$ cat config.mk
export PLATFORM = sky130hd
export DESIGN_NAME = pipeline_hazard_ctrl
export DESIGN_NICKNAME = d
export VERILOG_FILES = /design/src/rtl/pipeline_hazard_ctrl_pkg.sv /design/src/rtl/pipeline_hazard_ctrl_sat_counter.sv /design/src/rtl/pipeline_hazard_ctrl.sv
export SDC_FILE = /design/constraint.sdc
export NUM_CORES = 1
export LEC_CHECK = 0
export CAP_MARGIN = 20
export CORE_ASPECT_RATIO = 0.5
export CORE_MARGIN = 3
export CORE_UTILIZATION = 49
export CTS_BUF_LIST = sky130_fd_sc_hd__clkbuf_16
export CTS_CLUSTER_SIZE = 16
export DETAILED_ROUTE_END_ITERATION = 16
export PLACE_DENSITY_LB_ADDON = 0.08
export REMOVE_ABC_BUFFERS = 1
export SYNTH_ARGS = -nofsm -noshare
export SYNTH_HDL_FRONTEND = slang
export SYNTH_HIERARCHICAL = 1
export SYNTH_SLANG_ARGS = --single-unit
$ cat constraint.sdc
create_clock -name clk -period 2.5 [get_ports clk]
set_input_delay 0.375 -clock clk [delete_from_list [all_inputs] [get_ports clk]]
set_output_delay 0.375 -clock clk [all_outputs]
set_load 0.02 [all_outputs]
$ cat src/rtl/pipeline_hazard_ctrl_pkg.sv
// Shared types and defaults for the pipeline stall/flush sequencer.
// The sequencer only needs to remember whether a wrong-path fetch is still outstanding.
package pipeline_hazard_ctrl_pkg;

    typedef enum logic {
        ST_RUN  = 1'b0,
        ST_DROP = 1'b1
    } hz_state_e;

    localparam int REG_ADDR_W_DEF = 5;
    localparam int CNT_W_DEF      = 32;

endpackage

$ cat src/rtl/pipeline_hazard_ctrl_sat_counter.sv
// Saturating event counter: +1 per cycle with inc_i, sticks at all-ones, cleared by reset.
// Count is registered, so it is visible one cycle after the counted event.
module hazard_sat_counter #(
    parameter int CNT_W = 32
) (
    input  logic             clk,
    input  logic             rst_n,
    input  logic             inc_i,
    output logic [CNT_W-1:0] cnt_o
);

    logic [CNT_W-1:0] cnt_q;
    logic [CNT_W-1:0] cnt_d;

    always_comb begin
        cnt_d = cnt_q;
        if (inc_i && (cnt_q != '1)) begin
            cnt_d = cnt_q + 1'b1;
        end
    end

    always_ff @(posedge clk or negedge rst_n) begin
        if (!rst_n) begin
            cnt_q <= '0;
        end else begin
            cnt_q <= cnt_d;
        end
    end

    assign cnt_o = cnt_q;

endmodule

$ cat src/rtl/pipeline_hazard_ctrl.sv
// Central stall/flush sequencer: turns memory waits, taken branches and load-use hazards
// into per-stage controls (combinational, zero latency) and keeps saturating stall/flush counts.
module pipeline_hazard_ctrl
    import pipeline_hazard_ctrl_pkg::*;
#(
    parameter int REG_ADDR_W = REG_ADDR_W_DEF,
    parameter int CNT_W      = CNT_W_DEF
) (
    input  logic                  clk,
    input  logic                  rst_n,
    input  logic                  imem_busywait_i,
    input  logic                  dmem_busywait_i,
    input  logic                  branch_taken_i,
    input  logic [REG_ADDR_W-1:0] id_rs1_i,
    input  logic [REG_ADDR_W-1:0] id_rs2_i,
    input  logic                  id_use_rs1_i,
    input  logic                  id_use_rs2_i,
    input  logic [REG_ADDR_W-1:0] ex_rd_i,
    input  logic                  ex_mem_read_i,
    output logic                  pc_stall_o,
    output logic                  pc_sel_o,
    output logic                  if_id_stall_o,
    output logic                  if_id_flush_o,
    output logic                  id_ex_stall_o,
    output logic                  id_ex_bubble_o,
    output logic                  ex_mem_stall_o,
    output logic                  mem_wb_stall_o,
    output logic [CNT_W-1:0]      stall_cnt_o,
    output logic [CNT_W-1:0]      flush_cnt_o
);

    hz_state_e state_q;
    hz_state_e state_d;
    logic      load_use;

    // x0 is hardwired zero, so a load targeting it can never feed a dependent.
    assign load_use = ex_mem_read_i && (ex_rd_i != '0) &&
                      ((id_use_rs1_i && (id_rs1_i == ex_rd_i)) ||
                       (id_use_rs2_i && (id_rs2_i == ex_rd_i)));

    always_comb begin
        state_d        = state_q;
        pc_stall_o     = 1'b0;
        pc_sel_o       = 1'b0;
        if_id_stall_o  = 1'b0;
        if_id_flush_o  = 1'b0;
        id_ex_stall_o  = 1'b0;
        id_ex_bubble_o = 1'b0;
        ex_mem_stall_o = 1'b0;
        mem_wb_stall_o = 1'b0;

        if (!rst_n) begin
            if_id_flush_o  = 1'b1;
            id_ex_bubble_o = 1'b1;
        end else if (dmem_busywait_i) begin
            // Whole pipe frozen; a branch resolved in EX simply waits with it.
            pc_stall_o     = 1'b1;
            if_id_stall_o  = 1'b1;
            id_ex_stall_o  = 1'b1;
            ex_mem_stall_o = 1'b1;
            mem_wb_stall_o = 1'b1;
            if_id_flush_o  = (state_q == ST_DROP);
        end else if (branch_taken_i) begin
            pc_sel_o       = 1'b1;
            if_id_flush_o  = 1'b1;
            id_ex_bubble_o = 1'b1;
            state_d        = imem_busywait_i ? ST_DROP : ST_RUN;
        end else if (state_q == ST_DROP) begin
            // Wrong-path word still in flight: discard it, including on the cycle it returns.
            pc_stall_o     = 1'b1;
            if_id_flush_o  = 1'b1;
            id_ex_bubble_o = 1'b1;
            if (!imem_busywait_i) begin
                state_d = ST_RUN;
            end
        end else if (load_use || imem_busywait_i) begin
            pc_stall_o     = 1'b1;
            if_id_stall_o  = 1'b1;
            id_ex_bubble_o = 1'b1;
        end
    end

    always_ff @(posedge clk or negedge rst_n) begin
        if (!rst_n) begin
            state_q <= ST_RUN;
        end else begin
            state_q <= state_d;
        end
    end

    hazard_sat_counter #(.CNT_W(CNT_W)) u_stall_cnt (
        .clk   (clk),
        .rst_n (rst_n),
        .inc_i (pc_stall_o),
        .cnt_o (stall_cnt_o)
    );

    hazard_sat_counter #(.CNT_W(CNT_W)) u_flush_cnt (
        .clk   (clk),
        .rst_n (rst_n),
        .inc_i (if_id_flush_o),
        .cnt_o (flush_cnt_o)
    );

endmodule
==> out/results.md <==
| Parameter | Value |
|---|---|
| Multiplexer share of the synthesized area | 0.0128 |
| Die Span Y | 66.0 µm |
| Total of warnings raised by yosys | 6 |
| Worst Max-Slew Pin Slew | 0.705 ns |
| Worst stage delay on the critical path | 0.41 ns |
| Global placer's final weighted congestion | 0.832 |
| DRT Pass-1 Iters | 5 |
| Critical path required time | 2.75 ns |
| Switching share of total power | 0.309 |
| Post-synthesis instance area | 0.00352 mm² |
| Average footprint of a synthesized cell | 10.4 µm² |
| Number of remaining DRC errors | 0 |
| Effective utilization at floorplan | 0.516 |
| Worst Skew | 0.00659 ns |
| Setup TNS | 0 ns |
| Final setup viols | 0 |
| Reg-to-reg startpoint | u_stall_cnt/cnt_o[23] |
| Start point of the critical path | id_rs2_i[2] |
| Cell with the largest stage delay on the worst path | sky130_fd_sc_hd__clkdlybuf4s50_1 |
| Initial drt markers | 222 |
| Post-synthesis sequential area ratio | 0.462 |
| Antenna diode instance count | 0 |
| Core Rows | 21 |
| Synthesis-stage register bit count | 65 |
| Post-DR vias/cell | 5.74 |
| Antenna Violating Nets Remaining | 0 |
| Top library cells by usage in the layout, fill and taps aside | sky130_fd_sc_hd__clkdlybuf4s50_1, sky130_fd_sc_hd__dfrtp_1, sky130_fd_sc_hd__xnor2_1, sky130_fd_sc_hd__nand2_1 |
| Via total after detailed routing | 3215 |
| Area inside the core boundary | 0.00683 mm² |
| Number of distinct library cells after synthesis | 42 |
| Post-layout min period | 2.42 ns |
| Crit path kind | in2reg |
| TritonCTS clock tree | built |
| Arr. time, crit path | 2.67 ns |
| Class of the tightest hold or removal check | in2async |
| Clock Power Share | 0.351 |
| Max_slew headroom | 0.526 |
| Number of buffers added to fix hold violations after cts | 0 |
| Number of global-route vias before repair | 3219 |
| Placed Instances | 542 |
| Highest net fanout along the worst path | 5 |
| IO Count | 95 |
| Post-synth top flop | sky130_fd_sc_hd__dfrtp_1 |
| Endpoint class of the critical path | flip-flop |
| Synth Area in Simple Gates | 0.283 |
| Async set-reset flop share out of synthesis | 1.00 |
| Cell at the root of the clock tree | sky130_fd_sc_hd__clkbuf_16 |
| Fraction of the mapped netlist area in compound gates | 0.0490 |
| Total detailed-routing wirelength | 9630 µm |
| Net Switching | 0.00104 W |
| Count of clock tree sinks | 65 |
| Relative area change from synthesis to final layout | 43.9% |
| Adder-cell share of the synthesized area | 0.00710 |
| Leakage power | 2.10 nW |
| Worst-skew pair later-pin latency | 0.33 ns |
| Fraction of layout cells with a size suffix above 1 | 0.156 |
| Result of the run | finished clean |
| Clock slew at the register clock pins of the worst setup and hold paths | 0.05 ns |
| CP Cell Sequence | clkdlybuf4s50_1 -> xor2_1 -> nor4_2 -> a32oi_2 -> o21ai_2 -> and3_4 -> nor2b_4 -> buf_6 -> nand4_1 -> nor2_2 -> xor2_1 |
| Most used cell along the critical path | sky130_fd_sc_hd__xor2_1 |
| Pre-CTS setup slack | -0.480 ns |
| Combinational family with the most area after synthesis | simple AND/OR/NAND/NOR gates |
| Number of antenna violations at the first check in global routing | 0 |
| Maximum number of pins on one net before global-route repair | 48 |
| Share of the clock period used by the worst path | 0.969 |
| Reg power frac | 0.398 |
| Power Dens Cells | 664 mW/mm² |
| Detailed-placement wirelength estimate | 6950 µm |
| Final Max Slew Viols | 0 |
| Max-cap violations | 0 |
| Level count of the clock H-tree | 3 |
| Internal Pwr Total | 0.00233 W |
| IR Drop Worst-Case VDD | 0.343 mV |
| Die extent in x | 126 µm |
| Final-layout worst hold slack | 0.0630 ns |
| Mapped Cells | 339 |
| Comb pwr share | 0.251 |
| Overflow left after global routing | 0 |
| Commonest non-fill, non-tap cell in the layout | sky130_fd_sc_hd__clkdlybuf4s50_1 |
| Final cell count without fillers | 560 |
| Kind of start point of the critical path | primary input |
| Routed len/inst | 17.2 µm |
| GRT Resource Usage Total | 0.236 |
| TritonCTS Buffers | 9 |
| First-pass GRT wire length | 15700 µm |
| Post-synthesis xor/xnor area fraction | 0.169 |
| Highest attainable clock frequency | 413 MHz |
| Final hold violation count | 0 |
| Number of enable-type register cells in the synthesized netlist | 0 |
| Count of buffers from port buffering | 94 |
| Final setup margin | 0.0763 ns |
| Maximum clock path buffer count | 2 |
| Count of nets after finishing | 489 |
| DIE AREA | 0.00830 mm² |
## through the flow
stage	area (µm²)	power, W	util
final	5070	0.00337	0.742
after global routing	5070	0.00352	0.742
after CTS	5000	0.00336	0.732
after detailed placement	4700	0.00217	0.688
after global placement	4700	0.00214	0.688
after floorplan	3480	0.00173	-
## per-layer routing
metal / wire [µm] / vias up / GRT usage
li1: - / 1489 / -
met1: 4140 / 1587 / 0.292
met2: 4820 / 122 / 0.417
met3: 511 / 17 / 0.0589
met4: 163 / 0 / 0.0695
met5: 0 / - / 0
## registers in the layout, summed over array words and instances, names as in the netlist
signal	flops
u_flush_cnt/cnt_o	32
u_stall_cnt/cnt_o	32
state_q	1
## worst max-delay path: cells and delay by family
kind | cells | cell delay, ns
AOI/OAI and AO/OA | 2 | 0.37
xor gates and xnor gates | 2 | 0.32
buffers and inverters | 2 | 0.53
and+or+nand+nor | 5 | 1.06
## layout make-up
| class | instances | area, µm² |
|---|---|---|
| Tap cell | 92 | 115 |
| Timing Repair Buffer | 120 | 1130 |
| Sequential cell | 65 | 1630 |
| Fill cell | 471 | 1760 |
| Multi-Input combinational cell | 264 | 1900 |
| Clock buffer | 9 | 225 |
| Inverter | 4 | 15.0 |
| Clock inverter | 6 | 51.3 |
## power groups by stage
stage          logic [W]  registers [W]  clock network, W
2_1_floorplan   0.000283        0.00144                 0
3_3_place_gp    0.000806        0.00134                 0
3_5_place_dp    0.000827        0.00135                 0
4_1_cts         0.000831        0.00134           0.00120
5_1_grt         0.000905        0.00136           0.00126
6_report        0.000845        0.00134           0.00118
## worst paths after layout
kind / endpoint / slack, ns / depth (start not counted)
setup / recovery: u_stall_cnt/cnt_o[13] / 0.08 / 11
hold / removal: u_flush_cnt/cnt_o[25] / 0.06 / 2
setup reg to reg: u_stall_cnt/cnt_o[1] / 0.33 / 5
hold reg to reg: u_stall_cnt/cnt_o[31] / 0.51 / 1
max in group asynchronous: u_flush_cnt/cnt_o[31] / 1.54 / 3
min in group clk: state_q / 0.47 / 3
## cell families after synthesis
kind of cell               Yosys count
AOI/OAI and AO/OA                   21
xor gates and xnor gates            68
adders and majority gates            2
buffers and inverters               10
DFF                                 65
muxes                                4
and+or+nand+nor                    169
## what timing repair did
action | 4_1_cts | 5_1_grt
resized for setup | 15 | 12
pin swaps | 5 | 5
endpoints found under the setup margin | 26 | 24
setup buffers | 1 | 2
endpoints found under the hold margin | 0 | 0
## cell usage after synthesis, types with 6 or more instances
cell type,n,area (µm²)
sky130_fd_sc_hd__a21oi_1,6,30.0
sky130_fd_sc_hd__and4_1,8,70.1
sky130_fd_sc_hd__dfrtp_1,65,1630
sky130_fd_sc_hd__nand2_1,34,128
sky130_fd_sc_hd__nand3_1,31,155
sky130_fd_sc_hd__nand4_1,30,188
sky130_fd_sc_hd__nor2_1,20,75.1
sky130_fd_sc_hd__nor3_1,7,35.0
sky130_fd_sc_hd__nor4_1,8,50.1
sky130_fd_sc_hd__xnor2_1,50,438
sky130_fd_sc_hd__xor2_1,18,158
Power figures use the tool's default switching activity.
